File: config.mk
export PLATFORM = sky130hd
export DESIGN_NAME = sqrt_datapath
export DESIGN_NICKNAME = d
export VERILOG_FILES = /design/src/rtl/sqrt_datapath.sv
export SDC_FILE = /design/constraint.sdc
export NUM_CORES = 1
export LEC_CHECK = 0
export ABC_AREA = 1
export CAP_MARGIN = 20
export CORE_UTILIZATION = 55
export CTS_BUF_LIST = sky130_fd_sc_hd__clkbuf_8 sky130_fd_sc_hd__clkbuf_16
export CTS_CLUSTER_DIAMETER = 200
export DETAILED_ROUTE_END_ITERATION = 10
export GPL_TIMING_DRIVEN = 1
export PLACE_DENSITY = 0.79
export RECOVER_POWER = 100
export SYNTH_ARGS = -nofsm -noshare
export SYNTH_HDL_FRONTEND = slang
export SYNTH_SLANG_ARGS = --single-unit
File: constraint.sdc
create_clock -name clk -period 2.28 [get_ports clk]
set_input_delay 0.456 -clock clk [delete_from_list [all_inputs] [get_ports clk]]
set_output_delay 0.456 -clock clk [all_outputs]
set_load 0.05 [all_outputs]
File: src/rtl/sqrt_datapath.sv
// ---------------------------------------------------------------------------
// sqrt_datapath
//   Non-restoring integer square-root datapath, one radicand bit-pair per step.
//   An external control FSM sequences the iterations through counter_EN/OP_EN
//   and requests the final correction/result latch through OP_READY.
//
// Parameters
//   WIDTH              radicand width in bits (even, >= 4)
//
// Ports
//   clk                clock, rising edge
//   rst                asynchronous active-low reset
//   start              capture radicand, clear working state (overrides all)
//   radicand           unsigned operand, sampled when start=1
//   counter_EN, OP_EN  both high (with start low) perform one iteration
//   OP_READY           latch the corrected result once iterations are done
//   COUNTER_FLAG       all WIDTH/2 iterations done
//   MUX_FLAG           partial remainder negative (next op adds)
//   ADDR_OR_REST_FLAG  partial remainder non-negative (next op subtracts)
//   MUX_FLAG2          final correction required
//   root               integer square root
//   remainder          radicand - root*root
//   result_valid       root/remainder hold a completed result
//   done               one-cycle pulse when a result is latched
// ---------------------------------------------------------------------------
module sqrt_datapath #(
    parameter int unsigned WIDTH = 16
) (
    input  logic               clk,
    input  logic               rst,
    input  logic               start,
    input  logic [WIDTH-1:0]   radicand,
    input  logic               counter_EN,
    input  logic               OP_EN,
    input  logic               OP_READY,
    output logic               COUNTER_FLAG,
    output logic               MUX_FLAG,
    output logic               ADDR_OR_REST_FLAG,
    output logic               MUX_FLAG2,
    output logic [WIDTH/2-1:0] root,
    output logic [WIDTH/2:0]   remainder,
    output logic               result_valid,
    output logic               done
);

    localparam int unsigned HW = WIDTH / 2;     // root width
    localparam int unsigned RW = HW + 2;        // signed partial remainder width
    localparam int unsigned PW = RW + 2;        // shifted remainder before truncation
    localparam int unsigned KW = $clog2(HW + 1); // iteration counter width

    logic [WIDTH-1:0]     d_q,     d_d;
    logic signed [RW-1:0] r_q,     r_d;
    logic [HW-1:0]        q_q,     q_d;
    logic [KW-1:0]        k_q,     k_d;
    logic [HW-1:0]        root_q,  root_d;
    logic [HW:0]          rem_q,   rem_d;
    logic                 valid_q, valid_d;
    logic                 done_q,  done_d;

    logic                 counter_flag_c;
    logic                 r_neg_c;
    logic                 step_en_c;
    logic                 latch_en_c;
    logic signed [PW-1:0] p_c;
    logic signed [PW-1:0] q_term_c;
    logic signed [PW-1:0] r_wide_c;
    logic signed [RW-1:0] r_new_c;
    logic [HW-1:0]        q_new_c;
    logic signed [RW-1:0] r_fix_c;

    // Status flags derived directly from registered state
    always_comb begin
        counter_flag_c = (k_q == KW'(HW));
        r_neg_c        = r_q[RW-1];
    end

    assign COUNTER_FLAG      = counter_flag_c;
    assign MUX_FLAG          = r_neg_c;
    assign ADDR_OR_REST_FLAG = ~r_neg_c;
    assign MUX_FLAG2         = counter_flag_c & r_neg_c;

    // Qualifiers: start wins over everything; steps stop once k reaches HW
    always_comb begin
        step_en_c  = counter_EN & OP_EN & ~start & (k_q < KW'(HW));
        latch_en_c = OP_READY & counter_flag_c & ~valid_q & ~start;
    end

    // One non-restoring iteration
    always_comb begin
        // Concatenation is (R<<2) | next radicand bit-pair, sign preserved
        p_c = $signed({r_q, d_q[WIDTH-1:WIDTH-2]});
        if (r_neg_c) begin
            q_term_c = $signed({2'b00, q_q, 2'b11});
            r_wide_c = p_c + q_term_c;
        end else begin
            q_term_c = $signed({2'b00, q_q, 2'b01});
            r_wide_c = p_c - q_term_c;
        end
        // The true result always fits in RW bits; upper bits are sign copies
        r_new_c = r_wide_c[RW-1:0];
        q_new_c = {q_q[HW-2:0], ~r_new_c[RW-1]};
    end

    // Final correction: a negative remainder is restored by adding 2Q+1
    always_comb begin
        if (r_neg_c) begin
            r_fix_c = r_q + $signed({1'b0, q_q, 1'b1});
        end else begin
            r_fix_c = r_q;
        end
    end

    // Next-state for all registers
    always_comb begin
        d_d     = d_q;
        r_d     = r_q;
        q_d     = q_q;
        k_d     = k_q;
        root_d  = root_q;
        rem_d   = rem_q;
        valid_d = valid_q;
        done_d  = 1'b0;

        if (start) begin
            d_d     = radicand;
            r_d     = '0;
            q_d     = '0;
            k_d     = '0;
            valid_d = 1'b0;
        end else begin
            if (step_en_c) begin
                r_d = r_new_c;
                q_d = q_new_c;
                d_d = {d_q[WIDTH-3:0], 2'b00};
                k_d = k_q + KW'(1);
            end
            if (latch_en_c) begin
                root_d  = q_q;
                rem_d   = r_fix_c[HW:0];
                valid_d = 1'b1;
                done_d  = 1'b1;
            end
        end
    end

    // State registers
    always_ff @(posedge clk or negedge rst) begin
        if (!rst) begin
            d_q     <= '0;
            r_q     <= '0;
            q_q     <= '0;
            k_q     <= '0;
            root_q  <= '0;
            rem_q   <= '0;
            valid_q <= 1'b0;
            done_q  <= 1'b0;
        end else begin
            d_q     <= d_d;
            r_q     <= r_d;
            q_q     <= q_d;
            k_q     <= k_d;
            root_q  <= root_d;
            rem_q   <= rem_d;
            valid_q <= valid_d;
            done_q  <= done_d;
        end
    end

    assign root         = root_q;
    assign remainder    = rem_q;
    assign result_valid = valid_q;
    assign done         = done_q;

endmodule

==> impl_metrics.prom, run 1 <==
# TYPE chip_impl_metric gauge
chip_impl_metric{name="vdd_ir_drop_max",unit="mV"} 0.575
chip_impl_metric{name="synth_area",unit="µm²"} 3260
chip_impl_metric{name="grt_pass1_wl",unit="mm"} 12.2
chip_impl_info{name="cp-startpoint",value="r_q[9]"} 1
chip_impl_metric{name="worst_slew_pin_slew",unit="ns"} 1.42
chip_impl_metric{name="maxSlewHeadroom",unit=""} 0.0559
chip_impl_metric{name="post_synth_inst_count",unit=""} 412
chip_impl_metric{name="clock-skew-final",unit="ns"} 0.00827
chip_impl_metric{name="synth_warn",unit=""} 0
chip_impl_info{name="status",value="finished clean"} 1
chip_impl_info{name="layout.cells.most_common_list",value="130 x nand2_1, 63 x inv_1, 56 x dfrtp_1"} 1
chip_impl_metric{name="synth_seq_cells",unit=""} 57
chip_impl_info{name="setup.worst_path.end_class",value="output pin"} 1
chip_impl_metric{name="die_h",unit="µm"} 79.0
chip_impl_metric{name="layout_worst_path_cycle_share",unit=""} 0.919
chip_impl_info{name="reg2reg_from",value="r_q[9]"} 1
chip_impl_metric{name="die-width",unit="µm"} 79.0
chip_impl_metric{name="via_count_of_the_first_global_routing_pass",unit=""} 2736
chip_impl_metric{name="fp-row-count",unit=""} 27
chip_impl_metric{name="wirelength",unit="mm"} 6.98
chip_impl_metric{name="via_count",unit=""} 2807
chip_impl_info{name="most_common_cell_after_layout_fill_and_taps_aside",value="nand2_1"} 1
chip_impl_metric{name="critical_path.n_buffers_inverters",unit=""} 3
chip_impl_metric{name="design.core.area",unit="µm²"} 5610
chip_impl_info{name="worstPathCellList",value="clkbuf_2, inv_2, nor2_1, buf_12"} 1
chip_impl_metric{name="crit_required",unit="ns"} 1.82
chip_impl_metric{name="postSynthNetCount",unit=""} 452
chip_impl_metric{name="place.port_buffers",unit=""} 44
chip_impl_metric{name="design.final.nets",unit=""} 500
chip_impl_metric{name="synth_sequential_area_ratio",unit=""} 0.437
chip_impl_metric{name="power-per-cell-area",unit="nW/µm²"} 821
chip_impl_info{name="unrepaired_setup_endpoints_after_global_routing",value="no"} 1
chip_impl_metric{name="antenna_left",unit=""} 0
chip_impl_metric{name="drv_cap",unit=""} 0
chip_impl_info{name="worst_hold_path_type",value="input port to asynchronous set/reset pin"} 1
chip_impl_metric{name="cts_num_sinks",unit=""} 57
chip_impl_metric{name="antenna_cells",unit=""} 0
chip_impl_info{name="critical_path_class",value="flop to output pin"} 1
chip_impl_metric{name="design.die.area",unit="µm²"} 6240
chip_impl_metric{name="critical_path_peak_fanout",unit=""} 10
chip_impl_metric{name="place_congestion",unit=""} 0.865
chip_impl_info{name="timing.critical_path.to",value="MUX_FLAG2"} 1
chip_impl_metric{name="grt_use_total",unit=""} 0.260
chip_impl_metric{name="grt_antenna_before_repair",unit=""} 0
chip_impl_metric{name="avgSynthCellArea",unit="µm²"} 7.91
chip_impl_metric{name="initial_core_util",unit=""} 0.581
chip_impl_metric{name="hold_viol_final",unit=""} 0
chip_impl_metric{name="h-tree-depth",unit=""} 3
chip_impl_metric{name="number_of_top_level_design_ports",unit=""} 45
chip_impl_metric{name="drt_iter0_markers",unit=""} 151
chip_impl_metric{name="area.growth.synth_to_final",unit="%"} 20.8
chip_impl_info{name="clock_tree_from_tritoncts",value="built"} 1
chip_impl_metric{name="worstSkewPairLatency",unit="ns"} 0.35
chip_impl_metric{name="final-setup-viol-count",unit=""} 0
chip_impl_metric{name="maximum_number_of_pins_on_one_net_before_global_route_repair",unit=""} 34
chip_impl_metric{name="proportion_of_layout_cells_with_a_drive_suffix_above_1",unit=""} 0.0731
chip_impl_metric{name="clkSlewWorstSetupHoldPaths",unit="ns"} 0.07
chip_impl_metric{name="cp_num_cells",unit=""} 4
chip_impl_metric{name="detail_route.wl_per_cell",unit="µm"} 13.0
chip_impl_metric{name="cp_data_arrival_time",unit="ns"} 1.64
chip_impl_metric{name="finalWorstPathRequiredPeriod",unit="ns"} 2.09
chip_impl_metric{name="num-fill-cells",unit=""} 497
chip_impl_metric{name="timing.hold.ws",unit="ns"} 0.422
chip_impl_info{name="worstReg2RegEnd",value="q_q[0]"} 1
chip_impl_metric{name="rr_worst_depth",unit=""} 12
chip_impl_metric{name="max_slew_vio_count",unit=""} 0
chip_impl_metric{name="regToRegSetupSlack",unit="ns"} 0.43
chip_impl_metric{name="power.static_leakage",unit="nW"} 2.02
chip_impl_info{name="cts_root_buffer",value="clkbuf_8"} 1
chip_impl_metric{name="grt_overflow",unit=""} 0
chip_impl_metric{name="netlist-cell-type-count",unit=""} 30
chip_impl_metric{name="detail_route.drc_violations",unit=""} 0
chip_impl_metric{name="viasPerCell",unit=""} 5.23
chip_impl_metric{name="max_clock_freq",unit="MHz"} 477
chip_impl_metric{name="cts-buffers-inserted",unit=""} 9
chip_impl_metric{name="timing.critical_path.slowest_cell_delay",unit="ns"} 0.54
chip_impl_info{name="standard_cell_with_the_maximum_stage_delay_on_the_critical_path",value="dfrtp_2"} 1
chip_impl_metric{name="hold_buffers",unit=""} 0
chip_impl_metric{name="drt_pass1_iterations",unit=""} 4
chip_impl_info{name="start_kind",value="flop"} 1
chip_impl_metric{name="dp_hpwl",unit="mm"} 5.07
chip_impl_metric{name="fin_setup_tns",unit="ns"} 0
chip_impl_info{name="crit_family",value="buffers and inverters"} 1
chip_impl_metric{name="cts_buffer_depth",unit=""} 2
[per-layer routing]
metal,GRT usage,routed length (µm),vias up,part of all wire
met2,0.424,3250,53,0.47
met4,0.0909,102,0,0.015
met1,0.320,3310,1320,0.47
met3,0.0908,314,13,0.045
met5,0,0,-,0
li1,-,-,1421,-
[stage by stage]
step                      setup WS, ns  std cells  area [µm²]  power (mW)  utilization
after floorplan                 0.0450        412        3260        2.00            -
after global placement           0.305        521        3780        2.26        0.673
after detailed placement         0.230        521        3780        2.28        0.673
after CTS                       0.0790        537        3980        3.27        0.710
after global routing            0.0866        537        3940        3.45        0.703
final                            0.185        537        3940        3.23        0.703
[where the power goes]
group	total, mW	internal, mW	leakage, nW	switching [mW]
registers	1.18	1.09	0.761	0.0869
logic	1.08	0.403	1.16	0.681
clock network	0.973	0.559	0.107	0.414
[how the worst min path moves through the flow]
stage | end
global placement | remainder[6]
detailed placement | remainder[6]
floorplan | d_q[0]
global route | remainder[3]
finish | result_valid
CTS | root[2]
[synthesized netlist by cell type]
| cell type | count | area, µm² |
|---|---|---|
| xnor2_1 | 8 | 70.1 |
| ha_1 | 17 | 213 |
| clkbuf_8 | 1 | 13.8 |
| nor2_1 | 11 | 41.3 |
| buf_4 | 1 | 7.51 |
| nand3b_1 | 2 | 15.0 |
| a21oi_2 | 3 | 26.3 |
| nand4_4 | 1 | 21.3 |
| a21oi_1 | 17 | 85.1 |
| nand2_2 | 3 | 18.8 |
| buf_6 | 1 | 11.3 |
| xor2_1 | 5 | 43.8 |
| o21a_1 | 1 | 7.51 |
| o22ai_1 | 10 | 62.6 |
| inv_1 | 58 | 218 |
| fa_1 | 1 | 20.0 |
| o21ai_0 | 14 | 70.1 |
| nand3_1 | 22 | 110 |
| o211ai_1 | 6 | 45.0 |
| nand2_1 | 128 | 480 |
| o221ai_1 | 5 | 43.8 |
| nor2_2 | 1 | 6.26 |
| nand4_1 | 4 | 25.0 |
| o21ai_1 | 15 | 75.1 |
| nand3_2 | 1 | 10.0 |
| nor2_4 | 1 | 11.3 |
| or2_1 | 1 | 6.26 |
| inv_2 | 7 | 26.3 |
| buf_2 | 10 | 50.1 |
| dfrtp_1 | 57 | 1430 |
[registers in the layout, indices dropped and copies added, names as in the netlist]
signal / count
d_q: 16
done: 1
k_q: 4
q_q: 8
r_q: 10
remainder: 9
result_valid: 1
root: 8
[logic make-up (layout without fill, tap and decap cells)]
kind of cell             after synthesis  count (layout)  share of synthesized area
adder cells (fa/ha/maj)               18              18                     0.0714
AO/OA/AOI/OAI                         71              71                      0.127
XOR/XNOR                              13              13                     0.0349
flip-flops                            57              57                      0.437
AND/OR/NAND/NOR                      175             175                      0.229
buffers and inverters                 78             131                      0.100
[repair_timing]
item | CTS | global route
resized for setup | 0 | 1
endpoints found under the hold margin | 0 | 0
buffers inserted | 0 | 0
setup endpoints to repair | 0 | 1
[area by class of cell]
cell class / count / area (µm²) / area share
Clock buffer: 11 / 151 / 0.0384
Clock inverter: 5 / 55.1 / 0.0140
Sequential cell: 57 / 1430 / 0.362
Multi-Input combinational cell: 277 / 1490 / 0.378
Tap cell: 72 / 90.1 / 0.0229
Timing Repair Buffer: 50 / 482 / 0.122
Inverter: 65 / 244 / 0.0619
[worst reg2reg max path, cell delays in order (launching register included)]
cell	delay, ns
dfrtp_2	0.52
xnor2_1	0.18
ha_1	0.36
nand2_2	0.13
inv_2	0.04
nand2_1	0.05
nand2_1	0.06
nand2_1	0.08
nand3_1	0.07
nand2_1	0.09
nand2_1	0.06
nand2_1	0.05
nand2_1	0.05
Power figures use the tool's default switching activity.
==> run 2: changes to the inputs <==
--- a/config.mk
+++ b/config.mk
@@ -7,6 +7,7 @@
 export LEC_CHECK = 0
 export ABC_AREA = 1
 export CAP_MARGIN = 20
+export CORE_ASPECT_RATIO = 1.4
 export CORE_UTILIZATION = 55
 export CTS_BUF_LIST = sky130_fd_sc_hd__clkbuf_8 sky130_fd_sc_hd__clkbuf_16
 export CTS_CLUSTER_DIAMETER = 200
==> impl_metrics.prom, run 2 (synthesis results as in run 1) <==
# TYPE chip_impl_metric gauge
chip_impl_info{name="status",value="finished clean"} 1
chip_impl_metric{name="grt_use_total",unit=""} 0.259
chip_impl_metric{name="detail_route.wl_per_cell",unit="µm"} 13.2
chip_impl_metric{name="power_switching",unit="mW"} 1.13
chip_impl_metric{name="intPower",unit="mW"} 1.97
chip_impl_metric{name="worstSkewPairLatency",unit="ns"} 0.33
chip_impl_metric{name="fin_setup_tns",unit="ns"} 0
chip_impl_metric{name="maxSlewHeadroom",unit=""} 0.274
chip_impl_info{name="clock_tree_from_tritoncts",value="built"} 1
chip_impl_info{name="top_register",value="d_q"} 1
chip_impl_info{name="unrepaired_setup_endpoints_after_global_routing",value="no"} 1
chip_impl_metric{name="final-setup-viol-count",unit=""} 0
chip_impl_metric{name="fp-row-count",unit=""} 32
chip_impl_metric{name="cts-buffers-inserted",unit=""} 9
chip_impl_metric{name="design.die.area",unit="µm²"} 6240
chip_impl_metric{name="max_clock_freq",unit="MHz"} 497
chip_impl_metric{name="initial_core_util",unit=""} 0.582
chip_impl_info{name="crit_family",value="buffers and inverters"} 1
chip_impl_metric{name="layout.area.seq",unit="µm²"} 1430
chip_impl_metric{name="detailed_place.area",unit="µm²"} 3770
chip_impl_metric{name="design.core.area",unit="µm²"} 5610
chip_impl_metric{name="clock-skew-final",unit="ns"} 0.00514
chip_impl_info{name="worst_hold_path_type",value="input port to asynchronous set/reset pin"} 1
chip_impl_info{name="start_kind",value="flop"} 1
chip_impl_metric{name="worst_slew_pin_slew",unit="ns"} 1.09
chip_impl_metric{name="viasPerCell",unit=""} 5.29
chip_impl_metric{name="max_slew_vio_count",unit=""} 0
chip_impl_metric{name="power.share.switching",unit=""} 0.365
chip_impl_metric{name="cts_buffer_depth",unit=""} 2
chip_impl_metric{name="cts_num_sinks",unit=""} 57
chip_impl_info{name="standard_cell_with_the_maximum_stage_delay_on_the_critical_path",value="dlygate4sd3_1"} 1
chip_impl_metric{name="area.growth.synth_to_final",unit="%"} 19.5
chip_impl_info{name="setup.worst_path.end_class",value="output pin"} 1
chip_impl_info{name="layout.cells.most_common_list",value="130 x nand2_1, 63 x inv_1, 57 x dfrtp_1"} 1
chip_impl_info{name="critical_path_class",value="flop to output pin"} 1
chip_impl_metric{name="critical_path.n_buffers_inverters",unit=""} 1
chip_impl_info{name="reg2reg_from",value="r_q[9]"} 1
chip_impl_metric{name="clkSlewWorstSetupHoldPaths",unit="ns"} 0.06
chip_impl_info{name="worstReg2RegEnd",value="r_q[8]"} 1
chip_impl_metric{name="largest_reg_flops",unit=""} 16
chip_impl_metric{name="wirelength",unit="mm"} 7.02
chip_impl_metric{name="drt_iter0_markers",unit=""} 125
chip_impl_info{name="cts_root_buffer",value="clkbuf_8"} 1
chip_impl_metric{name="place.port_buffers",unit=""} 44
chip_impl_metric{name="cts.repair_timing.setup_buffer_count",unit=""} 0
chip_impl_metric{name="design.final.nets",unit=""} 502
chip_impl_metric{name="critical_path_peak_fanout",unit=""} 2
chip_impl_metric{name="die_h",unit="µm"} 93.1
chip_impl_metric{name="power-per-cell-area",unit="nW/µm²"} 795
chip_impl_metric{name="place_congestion",unit=""} 0.904
chip_impl_metric{name="finalWorstPathRequiredPeriod",unit="ns"} 2.01
chip_impl_metric{name="crit_required",unit="ns"} 1.82
chip_impl_metric{name="hold_viol_final",unit=""} 0
chip_impl_metric{name="grt_pass1_wl",unit="mm"} 12.2
chip_impl_metric{name="totalPowerFinal",unit="mW"} 3.10
chip_impl_metric{name="finalInstanceArea",unit="µm²"} 3900
chip_impl_metric{name="combinationalPowerShare",unit=""} 0.358
chip_impl_metric{name="h-tree-depth",unit=""} 3
chip_impl_metric{name="proportion_of_layout_cells_with_a_drive_suffix_above_1",unit=""} 0.0668
chip_impl_metric{name="total_placed_cells_including_tap_cells",unit=""} 519
chip_impl_metric{name="final.setup.worst_slack",unit="ns"} 0.267
chip_impl_info{name="most_common_cell_after_layout_fill_and_taps_aside",value="nand2_1"} 1
chip_impl_metric{name="dp_hpwl",unit="mm"} 5.31
chip_impl_metric{name="cts_repair_resize_count",unit=""} 0
chip_impl_metric{name="via_count_of_the_first_global_routing_pass",unit=""} 2832
chip_impl_metric{name="number_of_top_level_design_ports",unit=""} 45
chip_impl_metric{name="num-fill-cells",unit=""} 473
chip_impl_metric{name="drv_cap",unit=""} 0
chip_impl_metric{name="rr_worst_depth",unit=""} 9
chip_impl_metric{name="power.static_leakage",unit="nW"} 2.01
chip_impl_metric{name="hold_buffers",unit=""} 0
chip_impl_metric{name="place_worst_setup_slack",unit="ns"} 0.389
chip_impl_metric{name="power.sequential.fraction",unit=""} 0.374
chip_impl_metric{name="drt_pass1_iterations",unit=""} 4
chip_impl_metric{name="antenna_left",unit=""} 0
chip_impl_metric{name="layout_worst_path_cycle_share",unit=""} 0.883
chip_impl_info{name="worstPathCellList",value="dlygate4sd3_1"} 1
chip_impl_metric{name="regToRegSetupSlack",unit="ns"} 0.36
chip_impl_metric{name="die-width",unit="µm"} 67.1
chip_impl_metric{name="grt_antenna_before_repair",unit=""} 0
chip_impl_metric{name="grt_overflow",unit=""} 0
chip_impl_metric{name="antenna_cells",unit=""} 0
chip_impl_metric{name="timing.critical_path.slowest_cell_delay",unit="ns"} 0.88
chip_impl_metric{name="maximum_number_of_pins_on_one_net_before_global_route_repair",unit=""} 23
chip_impl_metric{name="stdcell_count",unit=""} 532
chip_impl_metric{name="detail_route.drc_violations",unit=""} 0
chip_impl_metric{name="power_frac_clock",unit=""} 0.269
chip_impl_metric{name="vdd_ir_drop_max",unit="mV"} 0.523
chip_impl_metric{name="via_count",unit=""} 2814
chip_impl_metric{name="cp_data_arrival_time",unit="ns"} 1.56
chip_impl_metric{name="area_used_by_multi_input_combinational_logic",unit="µm²"} 1490
[run 2: cell type report]
type / count / area share
clock inverters: 1 / 0.000963
flip-flops and latches: 57 / 0.366
well taps: 68 / 0.0218
inverters: 65 / 0.0626
clock buffers: 12 / 0.0424
multi-input cells: 277 / 0.383
repair buffers: 52 / 0.123
[run 2: worst max-delay path by stage]
stage	to	slack [ns]	cells past startpoint	start
floorplan	q_q[0]	0.05	14	r_q[9]
global placement	r_q[3]	0.38	7	start
detailed placement	r_q[3]	0.39	7	start
CTS	remainder[2]	0.32	1	remainder[2]
global route	r_q[8]	0.14	9	r_q[9]
finish	remainder[2]	0.27	1	remainder[2]
[run 2: metrics by stage]
stage,utilization,hold WS [ns]
2_1_floorplan,-,0.160
3_3_place_gp,0.673,0.433
3_5_place_dp,0.673,0.436
4_1_cts,0.703,0.0846
5_1_grt,0.695,0.398
6_report,0.695,0.303
[run 2: per-layer routing]
metal	routed length, µm	global-route usage
met5	0	0
met4	155	0.117
met3	231	0.0610
met2	3720	0.448
met1	2910	0.294
[run 2: power by group through the flow]
stage	clock, mW	sequential [mW]	combinational, mW
after floorplan	0	1.19	0.811
after global placement	0	1.17	1.11
after detailed placement	0	1.17	1.13
after CTS	0.839	1.16	1.14
after global routing	0.886	1.17	1.27
final	0.832	1.16	1.11
==> run 3: changes to the inputs <==
--- a/config.mk
+++ b/config.mk
@@ -13,8 +13,10 @@
 export CTS_CLUSTER_DIAMETER = 200
 export DETAILED_ROUTE_END_ITERATION = 10
 export GPL_TIMING_DRIVEN = 1
+export HOLD_SLACK_MARGIN = 0.08
 export PLACE_DENSITY = 0.79
 export RECOVER_POWER = 100
+export SKIP_LAST_GASP = 1
 export SYNTH_ARGS = -nofsm -noshare
 export SYNTH_HDL_FRONTEND = slang
 export SYNTH_SLANG_ARGS = --single-unit
==> results of run 3 <==
Same layout as run 2: the final DEF is identical, and so are final timing and power.
